## src/rtl/alu_multicycle.sv

```systemverilog
`default_nettype none
// ============================================================================
//  Module      : alu_multicycle
//  Description : Execute-stage ALU. Add/sub/logic/shift complete in one
//                cycle; MUL runs as a 32-step iterative shift-add multiplier
//                with busy/done handshaking. Result and zero flag are
//                registered and held until the next accepted start.
//  Options     : ALU_MUL_EARLY_TERM_EN - finish MUL as soon as the remaining
//                multiplier bits are all zero.
//  Op codes    : ADD=0x00 SUB=0x01 AND=0x02 OR=0x03 XOR=0x04 SLL=0x05
//                SRL=0x06 MUL=0x07 (ALU_OP_* values from arch_defines.v);
//                any other code yields result 0.
//  Revision    : 1.0 - initial release
// ============================================================================
module alu_multicycle #(
    parameter int WIDTH = 32,
    parameter int CNT_W = 6
) (
    input  logic             clk,
    input  logic             rst,
    input  logic             start,
    input  logic [WIDTH-1:0] alu_in0,
    input  logic [WIDTH-1:0] alu_in1,
    input  logic [4:0]       alu_op_select,
    output logic             busy,
    output logic             done,
    output logic [WIDTH-1:0] alu_result,
    output logic             zero
);

    localparam logic [4:0] C_OP_ADD = 5'h00;
    localparam logic [4:0] C_OP_SUB = 5'h01;
    localparam logic [4:0] C_OP_AND = 5'h02;
    localparam logic [4:0] C_OP_OR  = 5'h03;
    localparam logic [4:0] C_OP_XOR = 5'h04;
    localparam logic [4:0] C_OP_SLL = 5'h05;
    localparam logic [4:0] C_OP_SRL = 5'h06;
    localparam logic [4:0] C_OP_MUL = 5'h07;

    localparam logic [CNT_W-1:0] C_LAST_ITER = CNT_W'(WIDTH - 1);

    typedef enum logic [1:0] {
        S_IDLE = 2'd0,
        S_MUL  = 2'd1,
        S_DONE = 2'd2
    } state_t;

    state_t            state_q,  state_d;
    logic [WIDTH-1:0]  mcand_q,  mcand_d;
    logic [WIDTH-1:0]  mplier_q, mplier_d;
    logic [WIDTH-1:0]  acc_q,    acc_d;
    logic [CNT_W-1:0]  cnt_q,    cnt_d;
    logic [WIDTH-1:0]  result_q, result_d;
    logic              zero_q,   zero_d;

    logic [4:0]        w_shamt;
    logic [WIDTH-1:0]  w_single;
    logic [WIDTH-1:0]  w_acc_sum;

    // Single-cycle datapath, evaluated on the operands presented at accept
    always_comb begin
        w_shamt  = alu_in1[4:0];
        w_single = '0;
        case (alu_op_select)
            C_OP_ADD: w_single = alu_in0 + alu_in1;
            C_OP_SUB: w_single = alu_in0 - alu_in1;
            C_OP_AND: w_single = alu_in0 & alu_in1;
            C_OP_OR:  w_single = alu_in0 | alu_in1;
            C_OP_XOR: w_single = alu_in0 ^ alu_in1;
            C_OP_SLL: w_single = alu_in0 << w_shamt;
            C_OP_SRL: w_single = alu_in0 >> w_shamt;
            default:  w_single = '0;
        endcase
    end

    // One shift-add step: add the multiplicand when the current multiplier bit is set
    always_comb begin
        w_acc_sum = acc_q + (mplier_q[0] ? mcand_q : '0);
    end

    // Sequencer next-state and datapath register updates
    always_comb begin
        state_d  = state_q;
        mcand_d  = mcand_q;
        mplier_d = mplier_q;
        acc_d    = acc_q;
        cnt_d    = cnt_q;
        result_d = result_q;
        case (state_q)
            S_IDLE: begin
                if (start) begin
                    if (alu_op_select == C_OP_MUL) begin
                        acc_d    = '0;
                        mcand_d  = alu_in0;
                        mplier_d = alu_in1;
                        cnt_d    = '0;
                        state_d  = S_MUL;
                    end else begin
                        result_d = w_single;
                        state_d  = S_DONE;
                    end
                end
            end
            S_MUL: begin
`ifdef ALU_MUL_EARLY_TERM_EN
                if (mplier_q == '0) begin
                    // No set bits remain, so the accumulator already holds the product
                    result_d = acc_q;
                    state_d  = S_DONE;
                end else begin
`else
                begin
`endif
                    acc_d    = w_acc_sum;
                    mcand_d  = mcand_q << 1;
                    mplier_d = mplier_q >> 1;
                    cnt_d    = cnt_q + 1'b1;
                    if (cnt_q == C_LAST_ITER) begin
                        result_d = w_acc_sum;
                        state_d  = S_DONE;
                    end
                end
            end
            S_DONE: begin
                // Start is deliberately not sampled here
                state_d = S_IDLE;
            end
            default: begin
                state_d = S_IDLE;
            end
        endcase
        zero_d = (result_d == '0);
    end

    // State and datapath registers with synchronous reset
    always_ff @(posedge clk) begin
        if (rst) begin
            state_q  <= S_IDLE;
            mcand_q  <= '0;
            mplier_q <= '0;
            acc_q    <= '0;
            cnt_q    <= '0;
            result_q <= '0;
            zero_q   <= 1'b1;
        end else begin
            state_q  <= state_d;
            mcand_q  <= mcand_d;
            mplier_q <= mplier_d;
            acc_q    <= acc_d;
            cnt_q    <= cnt_d;
            result_q <= result_d;
            zero_q   <= zero_d;
        end
    end

    assign busy       = (state_q == S_MUL);
    assign done       = (state_q == S_DONE);
    assign alu_result = result_q;
    assign zero       = zero_q;

endmodule
`default_nettype wire

```

## config.mk

```make
export PLATFORM = sky130hd
export DESIGN_NAME = alu_multicycle
export DESIGN_NICKNAME = d
export VERILOG_FILES = /design/src/rtl/alu_multicycle.sv
export SDC_FILE = /design/constraint.sdc
export NUM_CORES = 1
export LEC_CHECK = 0
export ABC_AREA = 1
export BUFFER_PORTS_ARGS = -buffer_cell sky130_fd_sc_hd__buf_2
export CAP_MARGIN = 25
export CELL_PAD_IN_SITES_DETAIL_PLACEMENT = 2
export CELL_PAD_IN_SITES_GLOBAL_PLACEMENT = 2
export CORE_UTILIZATION = 30
export CTS_CLUSTER_SIZE = 14
export DETAILED_ROUTE_END_ITERATION = 10
export GPL_TIMING_DRIVEN = 0
export PLACE_DENSITY_LB_ADDON = 0.1
export SETUP_SLACK_MARGIN = 0.3
export SYNTH_ARGS = -nofsm -noshare
export SYNTH_HDL_FRONTEND = slang
export SYNTH_SLANG_ARGS = --single-unit
```

## constraint.sdc

```tcl
create_clock -name clk -period 4.8 [get_ports clk]
set_input_delay 1.44 -clock clk [delete_from_list [all_inputs] [get_ports clk]]
set_output_delay 1.44 -clock clk [all_outputs]
set_load 0.02 [all_outputs]
```

Yosys cells after proc, flatten, opt, wreduce, memory -nomap -nowiden
Index checks and enable logic that the tools add are counted.
Storage, ports and cells
  register bits: 137
  latch bits: 0
  RAM bits: 0
  bits in read-only memories: 0
  input bits: 72
  output and inout bits: 35
  logic and storage cells: 57
  memories kept: 0
Cells by class
  add/subtract/negate cells: 4
  multiply operators: 0
  div/mod/pow operators: 0
  magnitude comparators: 0
  equality and inequality tests: 13
  shifts and indexed selects: 2
  muxes and demuxes: 22
  bitwise operators: 3
  reductions and logical operators: 6
Operator list (number)
  two-way mux 32 bit: 10
  case mux 32 bit (2 select lines): 4
  case mux 32 bit (7 select lines): 1
  adder 32 bit: 2
  AND 32 bit: 1
  zero test 32 bit: 1
  bitwise OR 32 bit: 1
  << shifter 32 x 5 -> 32 bit: 1
  >> shifter 32 x 5 -> 32 bit: 1
  subtractor 32 bit: 1
  XOR 32 bit: 1
  == test 5 x 3 -> 1 bit (second input constant): 4
  two-way mux 6 bit: 2
  case mux 6 bit (2 select lines): 1
  == test 5 x 2 -> 1 bit (second input constant): 2
  adder 6 x 1 -> 6 bit (second input constant): 1
  == test 6 x 5 -> 1 bit (second input constant): 1
  two-way mux 2 bit: 3
  == test 5 x 1 -> 1 bit (second input constant): 1
  zero test 5 bit: 1
  != test 2 bit (second input constant): 2
  case mux 2 bit (2 select lines): 1
  AND reduction 3 bit: 1
  == test 2 x 1 -> 1 bit (second input constant): 1
  5 further kinds: 5

Longest topological paths before layout
Gate-level depths: netlist (run 1).
  depth after elaboration: 6
  mapped depth: 38
  mapped depth without buffers: 36

Worst setup path after synthesis (run 1)
Ideal clock, no wire load.
  path type: input to register
  start: input alu_in1[1]
  end: register zero_q, in the netlist zero
  library setup time: 0.061 ns
  arrival: 4.799 ns
  required time: 4.739 ns
  slack: -0.060 ns
  stages: 36
  path through: inv_2 > buf_4 > buf_2 > ha_1 > inv_1 > nor3_2 > inv_2 > nor3_2 > inv_2 > nor3_2 > nand3_1 > nor2_2 > nand4_1 > nor2_1 > nand4_1 > nand2_1 > o21ai_1 > xor2_1 > ha_1 > inv_1 > o21ai_0 > nor2_1 > nand2_1 > a21oi_1 > nand3_1 > nand3_1 > nand2_1 > nand2_1 > nand2_1 > nand2_1 > nand3_1 > nor2_1 > nand2_1 > nor2_1 > nand3_1 > nand2_1
On the way
  word-level cells in the longest chain between the ends: 6
  elaborated cells on any way between the ends: 12
Ends and longest elaborated chain
  start, declared: line 23  | input logic [WIDTH-1:0] alu_in1,
  subtractor 32 bit (tied with other cells): line 66  | C_OP_SUB: w_single = alu_in0 - alu_in1;
  case mux 32 bit (7 select lines) (*): line 64  | case (alu_op_select)
  two-way mux 32 bit (*): line 92  | if (alu_op_select == C_OP_MUL) begin
  two-way mux 32 bit (*): line 91  | if (start) begin
  case mux 32 bit (2 select lines) (*): line 89  | case (state_q)
  zero test 32 bit (*): line 132  | zero_d = (result_d == '0);
  end signal, assigned: line 152  | zero_q <= zero_d;
  end, declared: line 54  | logic zero_q, zero_d;
Every way passes the cells marked *; elsewhere a longest branch is shown, timed or not.
A chain may end at the register's enable or synchronous reset.

Worst setup path in the final report (run 1)
  start: input alu_in1[0]
  end: register zero_q, in the netlist zero
The elaborated chain is that of the path after synthesis.

==> impl_metrics.csv, run 1 <==
group,metric,value,unit
run_status,outcome,"complete, but fails checks",
run_status,failed_checks,"setup timing",
yosys,yosys_warnings,0,
worst_setup_path,critPathMaxFanout,3,
floorplanning,die_area,57100,um^2
timing,fin_setup_tns,-2.86,ns
worst_setup_path,path_class,"input pin to flop",
worst_setup_path,worstPathArrival,5.76,ns
drt,drtAntennaViolNets,0,
timing,hold_viol_final,0,
worst_setup_path,critical_path.slowest_cell,"ha_2",
floorplanning,fp-row-count,86,
floorplanning,start_util,0.305,
power_and_ir_drop,seq_power_share,0.281,
yosys,synthCells,2977,
placed_design,dp_slack,-2.36,ns
placed_design,port_buffers,105,
drt,firstDrtPassIters,7,
yosys,avgSynthCellArea,5.66,um^2
power_and_ir_drop,powerDensity,204,nW/um^2
final_layout,layout-drive-gt1-share,0.203,
drt,wl_per_cell,27.9,um
power_and_ir_drop,pwr-share-comb,0.384,
timing,skew,0.0103,ns
placed_design,place_congestion,1.03,
flow_run,max-cap-violations,0,
worst_setup_path,crit_buf_inv,10,
final_layout,area_growth_syn_to_layout,24.2,%
cts,cts_hold_buffers,0,
worst_setup_path,cp_common_cell,"nand2_1",
timing,fin_crit,5.34,ns
cts,clk_path_buf_depth,2,
power_and_ir_drop,p_int,2.44,mW
timing,setup-violations-final,13,
final_layout,stdcell_count,3922,
cts,numCtsBuffers,17,
worst_setup_path,crit_required,5.22,ns
worst_setup_path,critPathCaptureType,"flop",
drt,route.detailed.drc,0,
final_layout,nNetsFinal,3363,
timing,slew_headroom,0.308,
timing,fmax,187,MHz
global_route,antenna_found_initial,2,
cts,clock_latency,0.48,ns
worst_setup_path,cpPeakStageDelay,0.42,ns
cts,cts_sinks,137,
worst_setup_path,crit_path_start_kind,"input pin",
placed_design,dp_cells,3830,
final_layout,final_cell_mix,"nand2_1 (929), nand3_1 (369), inv_1 (301)",
placed_design,hpwlAfterDp,87.5,mm
timing,report.final.slew_viol_count,0,
floorplanning,coreArea,55300,um^2
power_and_ir_drop,switchingPower,1.82,mW
global_route,grt_pass1_vias,23100,
yosys,yosys_register_bits,137,
final_layout,layout_commonest_cell,"nand2_1",
power_and_ir_drop,ir_drop,278,uV
cts,cts.clk_slew.worst_paths,0.07,ns
drt,viasPerCell,5.64,
timing,rsz0062_at_grt,"true",
cts,cts_tree,"yes",
placed_design,dpl_cell_area,18400,um^2
power_and_ir_drop,leakage,10.5,nW
drt,drt_wl_total,109,mm
yosys,synth-edff-count,0,
floorplanning,pin_count,107,
power_and_ir_drop,pwr-share-clk,0.335,
hold_path,hold_class,"flop to flop",
floorplanning,die_h,239,um
yosys,synth-main-ff-cell,"dfxtp_1",
power_and_ir_drop,p_sw_frac,0.427,
global_route,grtUsageTotal,0.373,
cts,clockRootBuffer,"clkbuf_16",
drt,num_vias,22100,
timing,tightest_slew,1.04,ns
timing,fin_ws,-0.541,ns
yosys,async_reset_ff_frac,0,
worst_setup_path,cp_top_family,"simple AND/OR/NAND/NOR gates",
yosys,syn-num-nets,3180,
global_route,grt.overflow.total,0,
global_route,grt_pass1_wl,155,mm
yosys,yosysSeqAreaShare,0.163,
drt,detail_route.iter0.violations,1460,
yosys,netlist_area,16800,um^2
cts,htree_levels,4,
final_layout,final_area,20900,um^2
timing,timing.final.crit_share,1.11,
floorplanning,dieWidth,239,um
yosys,synthDistinctLibCells,52,
global_route,grt_max_degree,17,
flip-flops by register name (all words and copies together) (netlist names):
signal,cells
mcand_q,32
state_q,2
mplier_q,32
alu_result,32
acc_q,32
cnt_q,6
zero,1
repair_timing:
item                       in CTS  in global routing
hold endpoints to repair        0                  0
buffers inserted               38                 21
pin swaps                      90                100
cloned                          0                  0
resized for setup             236                172
setup endpoints to repair      33                 31
cell families (layout without fill, tap and decap cells):
family                     after synthesis  after routing  share of synthesized area
other                                    0              1                          0
buffers and inverters                  466            662                      0.116
adders and majority gates              131            131                     0.0982
and+or+nand+nor                       1783           1783                      0.466
DFF                                    137            137                      0.163
AOI/OAI and AO/OA                      424            424                      0.139
xor gates and xnor gates                36             36                     0.0187
area by class of cell:
class / count / area (um^2)
inverter: 332 / 1270
fill: 6961 / 34400
multi-input combinational: 2374 / 13500
sequential: 137 / 2740
antenna: 1 / 2.50
clock buffer: 18 / 439
tap: 748 / 936
clock inverter: 14 / 161
timing repair buffer: 164 / 1040
buffer: 134 / 774
routing by layer:
metal | global-route usage | vias to the layer above | part of all wire
li1 | - | 10100 | -
met1 | 0.475 | 11200 | 0.43
met2 | 0.631 | 632 | 0.47
met3 | 0.0632 | 186 | 0.062
met4 | 0.129 | 4 | 0.041
met5 | 0 | - | 0.00025
worst register-to-register path, stage by stage, from the launching register on:
cell      delay (ns)
dfxtp_1         0.31
clkbuf_1        0.34
clkbuf_1        0.52
nand2_1         0.11
inv_1           0.08
ha_1            0.25
fa_1            0.26
nand2_1         0.07
a21oi_1         0.34
nand4_1         0.13
nand2_1         0.21
nand2_1         0.11
nand2_1         0.19
nand2_1         0.08
nand3_1         0.18
o21ai_0         0.14
a21oi_2         0.16
nand2_1         0.09
nor2_1          0.11
nand2_1         0.10
nor2_4          0.22
nand3_1         0.13
nand2_1         0.08
power groups by stage:
| stage | sequential, mW | clock, mW | combinational, mW |
|---|---|---|---|
| 3_3_place_gp | 1.22 | 0 | 1.28 |
| 3_5_place_dp | 1.22 | 0 | 1.32 |
| 2_1_floorplan | 1.22 | 0 | 0.751 |
| 4_1_cts | 1.20 | 1.45 | 1.46 |
| 6_report | 1.20 | 1.43 | 1.64 |
| 5_1_grt | 1.20 | 1.50 | 1.72 |
synth_stat cells (3+ instances only):
cell | instances | share of area
a211oi_1 | 3 | 0.0013
a21o_1 | 3 | 0.0013
a21oi_1 | 172 | 0.051
a21oi_2 | 10 | 0.0052
a31oi_1 | 61 | 0.023
buf_1 | 9 | 0.0020
buf_12 | 4 | 0.0048
buf_2 | 39 | 0.012
buf_4 | 4 | 0.0018
buf_6 | 9 | 0.0060
clkbuf_1 | 69 | 0.015
dfxtp_1 | 137 | 0.16
ha_1 | 129 | 0.096
inv_1 | 322 | 0.072
inv_2 | 8 | 0.0018
nand2_1 | 1046 | 0.23
nand2_2 | 14 | 0.0052
nand3_1 | 409 | 0.12
nand3_2 | 33 | 0.020
nand3_4 | 8 | 0.0083
nand3b_1 | 15 | 0.0067
nand4_1 | 24 | 0.0089
nor2_1 | 173 | 0.039
nor2_2 | 5 | 0.0019
nor3_1 | 25 | 0.0074
nor3_2 | 6 | 0.0036
o21a_1 | 3 | 0.0013
o21ai_0 | 140 | 0.042
o21ai_1 | 7 | 0.0021
o21bai_1 | 10 | 0.0045
o31ai_1 | 3 | 0.0013
or2_2 | 15 | 0.0056
xor2_1 | 35 | 0.018
path summary, 6_finish.rpt:
path,end,slack [ns],startpoint,depth (start not counted)
max,zero,-0.54,alu_in1[0],38
max reg2reg,zero,0.54,mplier_q[0],22
min reg2reg,acc_q[27],0.48,acc_q[27],2
min,acc_q[27],0.48,acc_q[27],2
per-stage QoR:
step | power, mW | util | hold slack [ns]
finish | 4.27 | 0.378 | 0.479
global route | 4.42 | 0.378 | 0.497
CTS | 4.12 | 0.363 | 0.478
detailed placement | 2.54 | 0.332 | 0.468
global placement | 2.50 | 0.332 | 0.453
floorplan | 1.97 | - | 0.445
No activity file was read; power rests on OpenSTA's default activity.
==> inputs of run 2 (changes only) <==
--- a/config.mk
+++ b/config.mk
@@ -15,6 +15,7 @@
 export DETAILED_ROUTE_END_ITERATION = 10
 export GPL_TIMING_DRIVEN = 0
 export PLACE_DENSITY_LB_ADDON = 0.1
+export REMOVE_ABC_BUFFERS = 1
 export SETUP_SLACK_MARGIN = 0.3
 export SYNTH_ARGS = -nofsm -noshare
 export SYNTH_HDL_FRONTEND = slang
==> run 2 against run 1 <==
  * Critical path type unchanged
  * Cell count down 2.1%
  * The run still ends with setup timing left
  * Critical endpoint unchanged
  * Flip-flop and latch count unchanged
  * Combinational power down 9%
  * Die area unchanged
  * Hold slack worse by 0.0021 ns
  * Sequential power about the same
  * Utilization up 0.068 points
  * Register-to-register slack worse by 0.13 ns
==> impl_metrics.csv, run 2 (same netlist as run 1, synthesis figures left out) <==
group,metric,value,unit
final_layout,layout_commonest_cell,"nand2_1",
global_route,grt_pass1_vias,22100,
final_layout,final_cell_mix,"nand2_1 (946), nand3_1 (372), inv_1 (312)",
floorplanning,die_h,239,um
timing,timing.final.crit_share,1.13,
placed_design,hpwlAfterDp,68.3,mm
worst_setup_path,worstPathArrival,5.78,ns
global_route,grt.overflow.total,0,
final_layout,stdcell_count,3838,
power_and_ir_drop,leakage,10.5,nW
floorplanning,die_area,57100,um^2
power_and_ir_drop,powerDensity,201,nW/um^2
cts,numCtsBuffers,17,
drt,num_vias,21000,
cts,cts.clk_slew.worst_paths,0.07,ns
placed_design,dpl_cell_area,18200,um^2
drt,firstDrtPassIters,5,
final_layout,final_area,21000,um^2
floorplanning,fp-row-count,86,
timing,setup-violations-final,14,
final_layout,n_antenna_cell,0,
worst_setup_path,cp_top_family,"simple AND/OR/NAND/NOR gates",
timing,slew_headroom,0.265,
floorplanning,start_util,0.305,
global_route,grt_max_degree,71,
final_layout,nNetsFinal,3280,
cts,clk_path_buf_depth,2,
timing,tightest_slew,1.10,ns
global_route,antenna_found_initial,0,
global_route,grtUsageTotal,0.311,
cts,htree_levels,4,
worst_setup_path,crit_buf_inv,7,
drt,viasPerCell,5.46,
flow_run,max-cap-violations,0,
global_route,grt_pass1_wl,133,mm
timing,fmax,185,MHz
cts,clockRootBuffer,"clkbuf_16",
drt,drtAntennaViolNets,0,
worst_setup_path,crit_required,5.18,ns
worst_setup_path,critical_path.slowest_cell,"ha_4",
timing,rsz0062_at_grt,"true",
power_and_ir_drop,ir_drop,298,uV
drt,drt_wl_total,91.4,mm
cts,cts_tree,"yes",
cts,cts_sinks,137,
timing,fin_ws,-0.600,ns
cts,clock_latency,0.49,ns
worst_setup_path,cp_common_cell,"nand2_1",
timing,report.final.slew_viol_count,0,
drt,detail_route.iter0.violations,1026,
worst_setup_path,cpPeakStageDelay,0.26,ns
timing,fin_crit,5.40,ns
hold_path,hold_class,"flop to flop",
placed_design,dp_cells,3721,
final_layout,area_growth_syn_to_layout,24.4,%
run_status,failed_checks,"setup timing",
drt,route.detailed.drc,0,
worst_setup_path,critPathCaptureType,"flop",
final_layout,layout-drive-gt1-share,0.194,
placed_design,port_buffers,106,
drt,wl_per_cell,23.8,um
worst_setup_path,critPathMaxFanout,4,
floorplanning,coreArea,55300,um^2
timing,hold_viol_final,0,
floorplanning,dieWidth,239,um
worst_setup_path,path_class,"input pin to flop",
run_status,outcome,"complete, but fails checks",
timing,skew,0.0130,ns
worst_setup_path,reg2reg_slack,0.41,ns
floorplanning,pin_count,107,
placed_design,place_congestion,0.881,
power_and_ir_drop,p_total,4.21,mW
worst_setup_path,crit_path_start_kind,"input pin",
## run 2: timing repair
| action | CTS | global route |
|---|---|---|
| hold buffers | 0 | 0 |
| setup buffers | 46 | 31 |
| endpoints found under the hold margin | 0 | 0 |
| endpoints found under the setup margin | 32 | 29 |
| resized for setup | 192 | 164 |
| gates cloned | 6 | 1 |
| pin swaps | 74 | 103 |
## run 2: final timing paths
check             start        end  cells after the start
min           acc_q[30]  acc_q[30]                      2
min reg2reg   acc_q[30]  acc_q[30]                      2
max reg2reg  state_q[1]       zero                     18
max          alu_in1[1]       zero                     37
## run 2: tightest hold or removal path: stages, from the launching register on
cell and delay (ns):
dfxtp_1 0.32, nand2_1 0.06, a21oi_1 0.06
## run 2: layout make-up
type | count | area [um^2]
Clock inverter | 13 | 156
Timing Repair inverter | 2 | 17.5
Fill cell | 6875 | 34300
Sequential cell | 137 | 2740
Multi-Input combinational cell | 2375 | 13500
Tap cell | 748 | 936
Timing Repair Buffer | 212 | 1880
Clock buffer | 19 | 443
Inverter | 332 | 1290
## run 2: routing by layer
layer | wire length, um | global-route usage | share of wire
met5 | 0 | 0 | 0
met4 | 4330 | 0.123 | 0.047
met3 | 1700 | 0.0276 | 0.019
met2 | 46400 | 0.574 | 0.51
met1 | 39000 | 0.366 | 0.43
## run 2: where the power goes
| part | internal, mW | total (mW) | switching, mW |
|---|---|---|---|
| clock network | 0.795 | 1.50 | 0.709 |
| logic | 0.483 | 1.50 | 1.02 |
| registers | 1.17 | 1.20 | 0.0276 |
| total | 2.45 | 4.21 | 1.75 |
## run 2: stage by stage
step	hold WS [ns]	TNS, ns	setup WS [ns]	util
after global routing	0.492	-5.67	-0.818	0.379
final	0.477	-2.70	-0.600	0.379
after detailed placement	0.465	-55.86	-2.54	0.328
after floorplan	0.439	-21.77	-1.10	-
after CTS	0.475	-3.34	-0.595	0.362
after global placement	0.454	-328.72	-5.07	0.318
==> inputs of run 3 (changes only) <==
--- a/config.mk
+++ b/config.mk
@@ -8,7 +8,7 @@
 export ABC_AREA = 1
 export BUFFER_PORTS_ARGS = -buffer_cell sky130_fd_sc_hd__buf_2
 export CAP_MARGIN = 25
-export CELL_PAD_IN_SITES_DETAIL_PLACEMENT = 2
+export CELL_PAD_IN_SITES_DETAIL_PLACEMENT = 0
 export CELL_PAD_IN_SITES_GLOBAL_PLACEMENT = 2
 export CORE_UTILIZATION = 30
 export CTS_CLUSTER_SIZE = 14
==> run 3 against run 2 <==
  * The flow still finishes with violations (setup timing)
  * Die area is the same
  * Combinational power shrank 12%
  * Clock skew increased by 0.0049 ns
  * Count of clock-buffer cells in the layout unchanged
  * Utilization decreased by 1.4 points
  * Sequential share of layout area grew 0.52 points
  * Cell count is 0.86% lower
  * Clock power down 6%
  * Hold slack worse by 0.0055 ns
  * First-iteration DRC count increased by 31%
  * Register-to-register slack better by 0.17 ns
  * Sequential power barely moved
  * Highest routed layer unchanged
==> impl_metrics.csv, run 3 (same netlist as run 1, synthesis figures left out) <==
group,metric,value,unit
run_status,outcome,"complete, but fails checks",
run_status,failed_checks,"setup timing",
drt,drt_wl_total,79.1,mm
cts,cts_tree,"yes",
drt,wl_per_cell,20.8,um
timing,fin_setup_tns,-0.522,ns
final_layout,final_cell_mix,"nand2_1 (986), nand3_1 (387), inv_1 (313)",
cts,clk_path_buf_depth,2,
hold_path,hold_depth,2,
global_route,antenna_found_initial,0,
cts,clockRootBuffer,"clkbuf_16",
power_and_ir_drop,pwr-share-comb,0.336,
floorplanning,die_h,239,um
power_and_ir_drop,seq_power_share,0.305,
global_route,grt_max_degree,71,
drt,route.detailed.drc,0,
timing,tightest_slew,1.03,ns
global_route,grt.overflow.total,0,
worst_setup_path,crit_required,5.23,ns
power_and_ir_drop,p_sw_frac,0.411,
final_layout,layout-drive-gt1-share,0.158,
global_route,grt_busiest_layer,"met2",
final_layout,final_area,20200,um^2
floorplanning,coreArea,55300,um^2
worst_setup_path,cpPeakStageDelay,0.32,ns
global_route,grt_pass1_vias,19100,
cts,htree_levels,4,
placed_design,hpwlAfterDp,61.4,mm
timing,slew_headroom,0.310,
floorplanning,fp-row-count,86,
worst_setup_path,cp_common_cell,"nand2_1",
timing,fin_ws,-0.298,ns
placed_design,place_congestion,0.881,
timing,report.final.slew_viol_count,0,
drt,detail_route.iter0.violations,1345,
placed_design,dpl_cell_area,18200,um^2
final_layout,nNetsFinal,3247,
worst_setup_path,crit_path_start_kind,"input pin",
floorplanning,pin_count,107,
worst_setup_path,startpoint,"alu_in1[1]",
cts,cts.clk_slew.worst_paths,0.08,ns
floorplanning,start_util,0.305,
worst_setup_path,r2r-start,"state_q[1]",
worst_setup_path,r2r_cells,18,
global_route,grtUsageTotal,0.279,
power_and_ir_drop,leakage,10.2,nW
hold_path,hold_class,"flop to flop",
worst_setup_path,crit_cells,34,
worst_setup_path,cp_top_family,"simple AND/OR/NAND/NOR gates",
power_and_ir_drop,pwr-share-clk,0.359,
global_route,met2_usage,0.495,
worst_setup_path,critical_path.slowest_cell,"ha_4",
power_and_ir_drop,p_int,2.32,mW
drt,firstDrtPassIters,6,
global_route,grt_pass1_wl,118,mm
timing,skew,0.0179,ns
timing,setup-violations-final,2,
power_and_ir_drop,switchingPower,1.62,mW
timing,fin_crit,5.10,ns
final_layout,layout_commonest_cell,"nand2_1",
power_and_ir_drop,powerDensity,195,nW/um^2
timing,rsz0062_at_grt,"true",
global_route,use_met1,0.346,
flow_run,max-cap-violations,0,
worst_setup_path,worstPathArrival,5.53,ns
worst_setup_path,critPathCaptureType,"flop",
timing,hold_viol_final,0,
timing,timing.final.crit_share,1.06,
drt,viasPerCell,5.21,
timing,fmax,196,MHz
floorplanning,dieWidth,239,um
cts,clock_latency,0.49,ns
worst_setup_path,crit_buf_inv,7,
global_route,use_met3,0.0238,
drt,drtAntennaViolNets,0,
cts,cts_sinks,137,
placed_design,port_buffers,106,
cts,numCtsBuffers,17,
cts,cts_hold_buffers,0,
drt,num_vias,19800,
final_layout,n_antenna_cell,0,
hold_path,hold_start,"acc_q[31]",
final_layout,area_growth_syn_to_layout,19.7,%
floorplanning,die_area,57100,um^2
worst_setup_path,critPathMaxFanout,4,
worst_setup_path,path_class,"input pin to flop",
power_and_ir_drop,ir_drop,285,uV
[run 3: through the flow]
step | worst slack, ns | power [mW] | instances | util | hold WS (ns)
finish | -0.298 | 3.94 | 3805 | 0.365 | 0.471
global route | -0.608 | 4.16 | 3805 | 0.365 | 0.487
CTS | -0.608 | 3.93 | 3790 | 0.356 | 0.475
detailed placement | -2.42 | 2.37 | 3721 | 0.328 | 0.460
global placement | -5.07 | 2.33 | 3697 | 0.318 | 0.454
floorplan | -1.10 | 1.90 | 2843 | - | 0.439
[run 3: path summary, 6_finish.rpt]
| kind | end | slack (ns) |
|---|---|---|
| min | acc_q[31] | 0.47 |
| min reg2reg | acc_q[31] | 0.47 |
| max reg2reg | zero | 0.58 |
| max | zero | -0.30 |
[run 3: per-layer routing]
metal	up-vias	share of wire	wire (um)
met4	0	0.036	2830
li1	9861	-	-
met5	-	0	0
met1	9404	0.44	34500
met2	441	0.50	39200
met3	102	0.033	2570
[run 3: what timing repair did]
action	4_1_cts	5_1_grt
setup buffers	30	14
endpoints found under the setup margin	32	28
gates cloned	7	0
pin swaps	66	66
resized for setup	152	83
[run 3: worst reg2reg max path, stage by stage (launching register included)]
cell,delay (ns)
dfxtp_1,0.75
nor2_4,0.29
buf_12,0.26
buf_12,0.18
inv_2,0.53
buf_12,0.28
nor2_1,0.19
inv_1,0.16
nand2_1,0.27
buf_16,0.27
nand2_1,0.06
o21ai_0,0.07
a21oi_1,0.18
nand2_1,0.08
nor2_1,0.11
nand2_1,0.09
nor2_2,0.19
nand3_1,0.14
nand2_1,0.08
[run 3: cell type report]
class                   count  area [um^2]
clock buffers              19          453
repair inverters            2         17.5
clock inverters            13          126
multi-input cells        2375        13000
repair buffers            179         1610
fillers                  6326        35100
inverters                 332         1290
flip-flops and latches    137         2740
well taps                 748          936
[run 3: power groups by stage]
stage          combinational, mW  clock [mW]  sequential, mW
6_report                    1.32        1.41            1.20
5_1_grt                     1.45        1.50            1.20
4_1_cts                     1.27        1.46            1.20
3_5_place_dp                1.15           0            1.22
3_3_place_gp                1.11           0            1.23
2_1_floorplan              0.673           0            1.22
